[src/rtl/axi_txn_sequencer.sv]
// Arbitrates write/read requesters round-robin and sequences one AXI master transaction at a time.
// Optional `TXN_TIMEOUT_EN` adds a WAIT watchdog that forces an error response after TIMEOUT_CYC cycles.
module axi_txn_sequencer #(
  parameter int unsigned ADDR_W      = 32,
  parameter int unsigned LEN_W       = 9,
  parameter int unsigned NUM_W       = 32,
  parameter int unsigned TIMEOUT_CYC = 4096
) (
  input  logic              ACLK,
  input  logic              ARESET,
  input  logic              iWR_VALID,
  input  logic              iRD_VALID,
  output logic              oWR_READY,
  output logic              oRD_READY,
  input  logic [ADDR_W-1:0] iWR_ADDR,
  input  logic [ADDR_W-1:0] iRD_ADDR,
  input  logic [LEN_W-1:0]  iWR_LEN,
  input  logic [LEN_W-1:0]  iRD_LEN,
  input  logic [NUM_W-1:0]  iWR_NUM,
  input  logic [NUM_W-1:0]  iRD_NUM,
  output logic              oRSP_VALID,
  output logic              oRSP_ID,
  output logic              oRSP_ERR,
  output logic [ADDR_W-1:0] oSLV_BASE_WADDR,
  output logic [ADDR_W-1:0] oSLV_BASE_RADDR,
  output logic [NUM_W-1:0]  oNUM_BURST,
  output logic [LEN_W-1:0]  oBURST_LEN,
  output logic              oOP_TYPE,
  output logic              oINIT_AXI_TXN,
  input  logic              iAXI_TXN_DONE,
  input  logic              iAXI_ERROR,
  output logic              oBUSY
);

  typedef enum logic [1:0] {ST_IDLE, ST_LAUNCH, ST_WAIT, ST_RESP} state_t;

  state_t            state;
  logic              last_rd;
  logic              grant_wr;
  logic              grant_rd;
  logic [LEN_W-1:0]  sel_len;
  logic [NUM_W-1:0]  sel_num;
  logic              sel_bad;

  // Round-robin pick: with both requesting, serve the one not granted last.
  always_comb begin
    grant_wr = iWR_VALID && (!iRD_VALID || last_rd);
    grant_rd = iRD_VALID && !grant_wr;
    sel_len  = grant_rd ? iRD_LEN : iWR_LEN;
    sel_num  = grant_rd ? iRD_NUM : iWR_NUM;
    sel_bad  = (sel_len == '0) || (32'(sel_len) > 32'd256) || (sel_num == '0);
  end

`ifdef TXN_TIMEOUT_EN
  localparam int unsigned CNT_W = $clog2(TIMEOUT_CYC + 1);
  logic [CNT_W-1:0] wait_cnt;

  always_ff @(posedge ACLK or posedge ARESET) begin
    if (ARESET) begin
      wait_cnt <= '0;
    end else if (state == ST_WAIT && !iAXI_TXN_DONE) begin
      wait_cnt <= wait_cnt + CNT_W'(1);
    end else begin
      wait_cnt <= '0;
    end
  end
`endif

  always_ff @(posedge ACLK or posedge ARESET) begin
    if (ARESET) begin
      state           <= ST_IDLE;
      last_rd         <= 1'b1;
      oWR_READY       <= 1'b0;
      oRD_READY       <= 1'b0;
      oRSP_VALID      <= 1'b0;
      oRSP_ID         <= 1'b0;
      oRSP_ERR        <= 1'b0;
      oSLV_BASE_WADDR <= '0;
      oSLV_BASE_RADDR <= '0;
      oNUM_BURST      <= '0;
      oBURST_LEN      <= '0;
      oOP_TYPE        <= 1'b0;
      oINIT_AXI_TXN   <= 1'b0;
      oBUSY           <= 1'b0;
    end else begin
      oWR_READY     <= 1'b0;
      oRD_READY     <= 1'b0;
      oINIT_AXI_TXN <= 1'b0;
      case (state)
        ST_IDLE: begin
          if (grant_wr || grant_rd) begin
            oWR_READY <= grant_wr;
            oRD_READY <= grant_rd;
            last_rd   <= grant_rd;
            oRSP_ID   <= grant_rd;
            oRSP_ERR  <= sel_bad;
            oBUSY     <= 1'b1;
            if (sel_bad) begin
              state <= ST_RESP;
            end else begin
              state      <= ST_LAUNCH;
              oOP_TYPE   <= grant_rd;
              oBURST_LEN <= sel_len;
              oNUM_BURST <= sel_num;
              if (grant_rd) oSLV_BASE_RADDR <= iRD_ADDR;
              else          oSLV_BASE_WADDR <= iWR_ADDR;
            end
          end
        end
        ST_LAUNCH: begin
          state         <= ST_WAIT;
          oINIT_AXI_TXN <= 1'b1;
        end
        ST_WAIT: begin
          if (iAXI_TXN_DONE) begin
            state      <= ST_RESP;
            oRSP_VALID <= 1'b1;
            oRSP_ERR   <= iAXI_ERROR;
          end
`ifdef TXN_TIMEOUT_EN
          else if (wait_cnt == CNT_W'(TIMEOUT_CYC - 1)) begin
            state      <= ST_RESP;
            oRSP_VALID <= 1'b1;
            oRSP_ERR   <= 1'b1;
          end
`endif
        end
        ST_RESP: begin
          // Rejected commands arrive here without the strobe; give it one cycle later.
          if (oRSP_VALID) begin
            state      <= ST_IDLE;
            oRSP_VALID <= 1'b0;
            oBUSY      <= 1'b0;
          end else begin
            oRSP_VALID <= 1'b1;
          end
        end
        default: state <= ST_IDLE;
      endcase
    end
  end

endmodule

[config.mk]
export PLATFORM = sky130hd
export DESIGN_NAME = axi_txn_sequencer
export DESIGN_NICKNAME = d
export VERILOG_FILES = /design/src/rtl/axi_txn_sequencer.sv
export SDC_FILE = /design/constraint.sdc
export NUM_CORES = 1
export LEC_CHECK = 0
export ABC_CLOCK_PERIOD_IN_PS = 5700
export CAP_MARGIN = 30
export CORE_MARGIN = 2
export CORE_UTILIZATION = 23
export CTS_BUF_LIST = sky130_fd_sc_hd__clkbuf_8
export CTS_CLUSTER_DIAMETER = 200
export DETAILED_ROUTE_END_ITERATION = 6
export GPL_ROUTABILITY_DRIVEN = 1
export PLACE_DENSITY = 0.47
export SLEW_MARGIN = 30
export SYNTH_ARGS = -nofsm -noshare
export SYNTH_HDL_FRONTEND = slang
export SYNTH_SLANG_ARGS = --single-unit
[constraint.sdc]
create_clock -name ACLK -period 5.7 [get_ports ACLK]
set_input_delay 1.14 -clock ACLK [delete_from_list [all_inputs] [get_ports ACLK]]
set_output_delay 1.14 -clock ACLK [all_outputs]
set_load 0.05 [all_outputs]
==> results of run 1 <==
==> routing by layer <==
| metal | part of all wire [%] | vias to the layer above | wire (µm) | track usage [%] |
|---|---|---|---|---|
| li1 | - | 1847 | - | - |
| met1 | 44 | 1920 | 6960 | 16.0 |
| met2 | 49 | 146 | 7720 | 20.6 |
| met3 | 6.1 | 15 | 966 | 3.77 |
| met4 | 1.5 | 0 | 233 | 4.33 |
| met5 | 0 | - | 0 | 0 |
==> cell usage after synthesis <==
cell type	count
ha_1	4
mux2i_4	1
buf_2	4
buf_4	1
mux2_2	78
xor2_1	1
a21bo_2	2
xnor2_1	2
a21boi_4	1
o22ai_1	2
dfrtp_1	115
mux2_1	31
nand2_1	5
nor4_1	20
nand3_1	1
and3_1	1
o21ai_0	5
nand4_1	5
buf_6	10
a21oi_1	3
a31oi_1	1
nand3_4	3
mux2i_1	1
nor3_2	1
inv_1	5
dfstp_2	1
mux2_4	39
nor2_1	8
a21oi_4	1
nor2b_1	1
and2_1	1
a22o_1	1
==> where the power goes <==
group / leakage, nW / internal (W) / total [W] / switching (W)
Combinational: 2.03 / 0.00124 / 0.00318 / 0.00194
Clock: 0.199 / 0.000423 / 0.000779 / 0.000356
Sequential: 1.39 / 0.00124 / 0.00147 / 0.000228
==> critical path, cell delays in order <==
cell and delay, ns:
clkdlybuf4s50_1 0.51, a21boi_4 0.66, mux2i_4 0.50, nand3_4 0.57, mux2_1 0.55
==> sequential cells by signal (all words and copies together), names as in the netlist <==
signal	flops
oNUM_BURST	32
oBURST_LEN	9
oWR_READY	1
state	2
oBUSY	1
oRSP_VALID	1
oOP_TYPE	1
oRSP_ERR	1
oINIT_AXI_TXN	1
oRSP_ID	1
last_rd	1
oRD_READY	1
oSLV_BASE_WADDR	32
oSLV_BASE_RADDR	32
==> kinds of logic after synthesis <==
logic type / synth area share, %
multiplexers: 34.2
flip-flops: 53.8
AND/OR/NAND/NOR: 5.40
buffers and inverters: 2.94
AO/OA/AOI/OAI: 2.27
adder cells (fa/ha/maj): 0.927
XOR/XNOR: 0.487
==> final cells by class <==
type	instances	area, µm²
Clock buffer	20	275
Multi-Input combinational cell	219	2340
Timing Repair Buffer	267	2670
Fill cell	2270	14500
Tap cell	319	399
Clock inverter	12	130
Sequential cell	116	2900
Inverter	5	21.3
==> worst max path at each step <==
| stage | to | slack, ns |
|---|---|---|
| 4_1_cts | oBURST_LEN[4] | 2.03 |
| 3_3_place_gp | oBURST_LEN[0] | 1.67 |
| 6_report | oBURST_LEN[4] | 2.06 |
| 5_1_grt | oBURST_LEN[4] | 1.89 |
| 2_1_floorplan | oBURST_LEN[0] | 1.49 |
| 3_5_place_dp | oBURST_LEN[4] | 1.55 |
==> through the flow <==
stage                     area (µm²)  std cells  setup WS (ns)
final                           8730        958           2.06
after global routing            8730        958           1.89
after CTS                       8730        958           2.03
after detailed placement        8330        926           1.55
after global placement          8330        926           1.67
after floorplan                 5400        355           1.49
==> impl_results.md, run 1 <==
* Status: finished clean
* Beginning of the critical path: iRD_VALID
* Pwr dens at roughly 620 nW/µm²
* Port bufs at 264
* Vias in the first global route at ~4,400
* Sequential area share after synthesis at a little over half
* Worst hold start: oSLV_BASE_WADDR[10]
* P_leak at 3.63 nW
* Synth warn at 0
* Hold endpoint: oSLV_BASE_WADDR[10]
* Slew @ Worst Pin at 0.776 ns
* Flop2flop setup slack at 2.95 ns
* Detail Placement HPWL at 12,100 µm
* Endpoints failing setup at 0
* Max Cap Violations at 0
* Net count, final at 782
* Pins over their slew limit at 0
* Syn avg cell area at 15.2 µm²
* Worst Hold Class: reg2reg
* Net Count, Synth at 511
* Detail Route Antenna Nets at 0
* RSZ-0062 raised after global routing: no
* Final core occ at 37.5%
* Layout area overhead at 61.7%
* Total power at 0.00542 W
* Total routed wirelength at 15,900 µm
* Row cnt at 56
* Area contributors post-synth: dfrtp_1 (53%), mux2_2 (16%), mux2_4 (11%), mux2_1 (6.5%), nor4_1 (2.3%)
* Final period utilization at 63.9%
* GPL Wtd Cong at 0.812
* Initial antenna violation count at 1
* Die height at 157 µm
* CP endpoint kind: flip-flop
* Yosys reg bits at 116
* Iter 0 DRT Violations at 113
* CP max FO at 41
* ANT cells at 0
* Vias per inst at 4.10
* CTS max path bufs at 2
* Max Fclk at 274 MHz
* Synth top area share at between 50% and 60%
* Layout cells sized above 1 at 25.4%
* Setup_tns at 0 ns
* Depth of the most critical reg-to-reg path at 4
* Depth of the CTS H-tree at 4
* CTS buffer count at 17
* Critical path arrival at 3.95 ns
* Synth area leader: dfrtp_1
* WHS Path Cells at 1
* Worst slew margin at 48.1%
* Core area at 23,300 µm²
* Fin crit period at 3.64 ns
* Worst vdd ir at 0.000269 V
* CTS Sinks at approximately 120
* Commonest non-fill, non-tap cells in the layout: clkdlybuf4s50_1 (264), dfrtp_1 (115), mux2_2 (78), mux2_4 (39), mux2_1 (31)
* I/O pin count at 265
* Die ar. at 24,700 µm²
* Post-synth cell types at 32
* WHS at 0.489 ns
* Commonest non-fill, non-tap cell in the layout: clkdlybuf4s50_1
* Clock Skew at 0.0107 ns
* Cts hold-fix bufs at 0
* Global route total overflow at 0
* Startpoint Class: primary input
* Initial core utilization at ~23%
* Cells after synthesis at 355
* Reg clk slew, reported paths at about 0.07 ns
* First-pass GRT wire length at between 20,000 and 25,000 µm
* Routed len/inst at 16.6 µm
* # DRC at 0
* Setup Crit Path Kind: in2reg
* Worst Path Required at 6.00 ns
* Largest net degree at the start of global routing at 42
* Post-Syn Area at 5400 µm²
* Final Hold Viols at 0
* Post-CTS sizing at 0
* FF-to-FF Start: last_rd
* Via count at 3,928
* RR Endpoint: oBURST_LEN[4]
* Root buffer cell: clkbuf_8
* Post-CTS Repair Setup Buffers at 0
* Die width at 157 µm
* Worst skew pair latency at 0.43 ns
* CTS tree: built
* All-layer global routing usage at between 10% and 20%
* Pre-antenna DRT Iters at 6
(Power assumes the default switching activity.)
==> run 2: changes to the inputs <==
Settings changed: ABC_CLOCK_PERIOD_IN_PS 5700 to 3400.
Clock period 5.7 ns to 3.4 ns, I/O delays scaled along.
==> impl_results.md, run 2 (synthesized netlist as in run 1, its figures left out) <==
* Status: finished clean
* First-pass GRT wire length at around 24,000 µm
* I/O pin count at about 270
* Commonest non-fill, non-tap cells in the layout: clkdlybuf4s50_1 (264), dfrtp_1 (115), mux2_2 (78), mux2_4 (39), mux2_1 (31)
* Port bufs at 264
* Worst Hold Class: reg2reg
* # DRC at 0
* Post-CTS sizing at 0
* CTS tree: built
* Fillers at 2,232
* Layout cells sized above 1 at about a quarter
* Post-CTS Repair Setup Buffers at 0
* GPL Wtd Cong at between 0.7 and 0.8
* Via count at 3,972
* Fin cells at 968
* Root buffer cell: clkbuf_8
* Die width at 157 µm
* Total routed wirelength at 15,900 µm
* All-layer global routing usage at 12.8%
* Detail Placement HPWL at between 10,000 and 15,000 µm
* Initial core utilization at 23.2%
* Final Hold Viols at 0
* Largest regs: oNUM_BURST x32, oSLV_BASE_RADDR x32, oSLV_BASE_WADDR x32
* CTS max path bufs at 2
* Depth of the CTS H-tree at 4
* Delay-heaviest family, CP: simple AND/OR/NAND/NOR gates
* Pins over their slew limit at 0
* Vias per inst at 4.10
* FF/Latch Area at roughly 2900 µm²
* M1 WL at 6750 µm
* Global route total overflow at 0
* Detail Route Antenna Nets at 0
* Max Cap Violations at 0
* Setup Crit Path Kind: in2reg
* Worst vdd ir at about 0.00045 V
* Row cnt at 56
* Clock Skew at roughly 0.016 ns
* Fin crit period at 2.62 ns
* Reg clk slew, reported paths at approximately 0.07 ns
* CTS Sinks at about 120
* Slowest Stage Delay on Critical Path at 0.51 ns
* Cts hold-fix bufs at 0
* CP endpoint kind: flip-flop
* Slew @ Worst Pin at between 0.6 and 0.7 ns
* Worst Path Required at about 3.7 ns
* Setup_tns at 0 ns
* Worst slew margin at 57.0%
* Vias in the first global route at about 4,400
* Commonest non-fill, non-tap cell in the layout: clkdlybuf4s50_1
* Final period utilization at a little under 80%
* Crit path depth at 8
* CP max FO at 27
* Area of the multi-input gates at 2340 µm²
* Routed len/inst at 16.4 µm
* CTS buffer count at 17
* Largest net degree at the start of global routing at ~120
* Pre-antenna DRT Iters at 4
* Highest metal used: met4
* Endpoints failing setup at 0
* Startpoint Class: primary input
* Core area at approximately 23,000 µm²
* Total power at a little over 0.009 W
* Die ar. at 24,700 µm²
* P_leak at approximately 3.7 nW
* Iter 0 DRT Violations at 134
* Metal2 WL at between 7000 and 8000 µm
* Pwr dens at 1030 nW/µm²
* Depth of the most critical reg-to-reg path at 7
* WHS Path Cells at 1
* Layout area overhead at 63.8%
* Net count, final at a little under 800
* Placed insts at 935
* Initial antenna violation count at 0
* Critical path arrival at 2.92 ns
* Met3 Routed Length at 1220 µm
* Die height at approximately 160 µm
* Worst Path Buf+Inv at 2
* Worst-path cell chain: clkdlybuf4s50_1 > nor4_1 > nand4_1 > nor2_1 > a21oi_4 > nand3_4 > buf_12 > mux2_1
* Worst skew pair latency at 0.43 ns
* Final core occ at a little under two fifths
* RSZ-0062 raised after global routing: no
* Slowest cell on the critical path: nor4_1
* Max Fclk at 381 MHz
* WHS at 0.490 ns
run 2: cell types whose count changed in the layout (fill, tap and decap cells not counted):
cell | before | now
buf_4 | 3 | 8
diode_2 | 0 | 1
clkinv_4 | 2 | 3
clkbuf_8 | 20 | 19
inv_1 | 5 | 6
inv_4 | 1 | 0
buf_12 | 0 | 4
run 2: worst register-to-register path, delay by kind of cell, from the launching register on:
family / cells / cell delay (ns)
multiplexers: 1 / 0.34
adder cells (fa/ha/maj): 1 / 0.29
AND/OR/NAND/NOR: 2 / 0.48
AO/OA/AOI/OAI: 1 / 0.23
flip-flops: 1 / 0.42
buffers and inverters: 2 / 0.32
run 2: final cells by class:
class | instances | area share [%]
Timing Repair Buffer | 276 | 31.5
Tap cell | 319 | 4.51
Multi-Input combinational cell | 219 | 26.4
Clock buffer | 19 | 2.96
Clock inverter | 13 | 1.53
Antenna cell | 1 | 0.0283
Inverter | 5 | 0.255
Sequential cell | 116 | 32.8
run 2: power breakdown:
part | total (W) | switching, W | leakage, nW | internal, W
sequential | 0.00246 | 0.000383 | 1.39 | 0.00208
clock | 0.00128 | 0.000593 | 0.201 | 0.000688
combinational | 0.00538 | 0.00327 | 2.10 | 0.00211
total | 0.00912 | 0.00425 | 3.69 | 0.00487
run 2: path summary, 6_finish.rpt:
kind | startpoint | end | slack [ns]
max | iRD_NUM[31] | oSLV_BASE_WADDR[11] | 0.78
min | oSLV_BASE_WADDR[16] | oSLV_BASE_WADDR[16] | 0.49
max reg2reg | state[0] | oSLV_BASE_WADDR[11] | 1.22
min reg2reg | oSLV_BASE_WADDR[16] | oSLV_BASE_WADDR[16] | 0.49
max in group asynchronous | ARESET | oSLV_BASE_RADDR[8] | 2.11
min in group asynchronous | ARESET | oSLV_BASE_WADDR[14] | 0.79
run 2: stage by stage:
step	instance area (µm²)	worst slack, ns
2_1_floorplan	5400	1.17
4_1_cts	8840	0.737
5_1_grt	8840	0.631
3_5_place_dp	8440	0.266
3_3_place_gp	8440	0.318
6_report	8840	0.777
run 2: per-layer routing:
metal  vias up  GRT usage, %
li1       1869             -
met1      1934          15.6
met2       155          21.0
met3        14          4.41
met4         0          4.42
met5         -             0
==> run 3: changes to the inputs <==
Settings changed: ABC_CLOCK_PERIOD_IN_PS 3400 to 2400, PLACE_DENSITY 0.47 to 0.48.
Clock period 3.4 ns to 2.4 ns, I/O delays scaled along.
==> impl_results.md, run 3 (synthesized netlist as in run 1, its figures left out) <==
* Final core occ at roughly two fifths
* Busiest layer in global routing: met2
* Startpoint Class: primary input
* Routed len/inst at 16.4 µm
* Worst skew pair latency at 0.43 ns
* P_leak at 3.83 nW
* GPL Wtd Cong at 0.789
* Commonest non-fill, non-tap cell in the layout: clkdlybuf4s50_1
* Fin crit period at 2.29 ns
* Status: finished clean
* Layout area overhead at 68.3%
* Endpoints failing setup at 0
* Largest regs: oNUM_BURST x32, oSLV_BASE_RADDR x32, oSLV_BASE_WADDR x32
* Vias in the first global route at 4,464
* Slew @ Worst Pin at 0.573 ns
* CP endpoint kind: flip-flop
* # DRC at 0
* Net count, final at 812
* Vias per inst at 4.12
* ANT cells at 0
* CP max FO at 25
* Final Hold Viols at 0
* Detail Route Antenna Nets at 0
* Reg clk slew, reported paths at 0.08 ns
* All-layer global routing usage at 13.0%
* Met2 GRT Util at 21.4%
* Depth of the CTS H-tree at 4
* RR Endpoint: oSLV_BASE_RADDR[6]
* Worst vdd ir at 0.000948 V
* Layout cells sized above 1 at 29.0%
* Initial core utilization at 23.2%
* Final period utilization at 95.3%
* CTS max path bufs at 2
* Pre-antenna DRT Iters at 4
* Commonest non-fill, non-tap cells in the layout: clkdlybuf4s50_1 (263), dfrtp_1 (115), mux2_2 (78), mux2_4 (39), mux2_1 (31)
* Global route total overflow at 0
* Max Cap Violations at 0
* Worst slew margin at between 60% and 70%
* Root buffer cell: clkbuf_8
* Pins over their slew limit at 0
* Largest net degree at the start of global routing at 51
* Flop2flop setup slack at 0.33 ns
* RSZ-0062 raised after global routing: no
* WHS at 0.395 ns
* CTS tree: built
* I/O pin count at 265
* Final Instance Area at 9090 µm²
* Row cnt at 56
* Worst Path Required at ~2.7 ns
* FF-to-FF Start: state[1]
* Setup_tns at 0 ns
* Die width at 157 µm
* Clock Skew at about 0.015 ns
* Die height at 157 µm
* Post-detailed-placement cell area at 8660 µm²
* CTS buffer count at 17
* Port bufs at 264
* Max Fclk at 437 MHz
* Met1 Track Usage GR at 16.2%
* First-pass GRT wire length at 24,700 µm
* Met3 Track Usage GR at 4.74%
* Iter 0 DRT Violations at 160
* Depth of the most critical reg-to-reg path at 7
* Initial antenna violation count at 0
* CTS Sinks at between 100 and 150
* Total power at 0.0130 W
* Die ar. at 24,700 µm²
* Pwr dens at around 1400 nW/µm²
* Setup Crit Path Kind: in2reg
* Detail Placement HPWL at 12,400 µm
* Core area at roughly 23,000 µm²
* Worst Hold Class: in2async
* Via count at 4,074
* Critical path arrival at 2.59 ns
* Total routed wirelength at 16,200 µm
## run 3: repair_timing
item                       4_1_cts  5_1_grt
gates cloned                     0        0
hold buffers                     0        0
setup endpoints to repair       40      104
resized for setup                1        5
buffers inserted                 0        1
## run 3: area by class of cell
type	instances	area, µm²
Fill cell	2240	14200
Multi-Input combinational cell	219	2370
Sequential cell	116	2900
Timing Repair Buffer	297	3020
Tap cell	319	399
Clock inverter	15	143
Clock buffer	17	234
Inverter	5	22.5
## run 3: worst max-delay path by stage
stage           startpoint                  end  slack, ns  cells after the start
2_1_floorplan   iWR_LEN[6]  oSLV_BASE_RADDR[10]       0.37                      7
3_3_place_gp    iWR_NUM[6]       oNUM_BURST[18]      -0.50                      9
3_5_place_dp    iWR_NUM[6]       oNUM_BURST[19]      -0.52                      9
4_1_cts         iRD_NUM[6]       oNUM_BURST[16]       0.02                      9
5_1_grt         iWR_NUM[4]       oNUM_BURST[16]      0.004                      8
6_report       iWR_NUM[15]  oSLV_BASE_WADDR[25]       0.11                      9
## run 3: power by group
part	total, W	internal [W]	leakage [nW]	switching [W]
clock network	0.00175	0.000910	0.192	0.000842
registers	0.00348	0.00294	1.39	0.000540
logic	0.00772	0.00306	2.24	0.00466
## run 3: metrics by stage
step	setup WS [ns]	std cells
after global placement	-0.497	955
after detailed placement	-0.516	955
final	0.114	988
after global routing	0.00449	988
after floorplan	0.374	355
after CTS	0.0180	987
## run 3: worst max-delay path, stage by stage
cell and delay (ns):
clkdlybuf4s50_1 0.43, nor4_1 0.32, buf_4 0.17, nand4_1 0.13
nor3_2 0.26, a21oi_4 0.11, nand3_4 0.12, buf_12 0.18
mux2_2 0.36
## run 3: metal layers
layer / share of wire, % / vias to the layer above / wire length (µm)
met4: 0.59 / 0 / 96
met5: 0 / - / 0
met2: 49 / 154 / 7940
met3: 6.6 / 8 / 1060
met1: 44 / 2001 / 7060
li1: - / 1911 / -
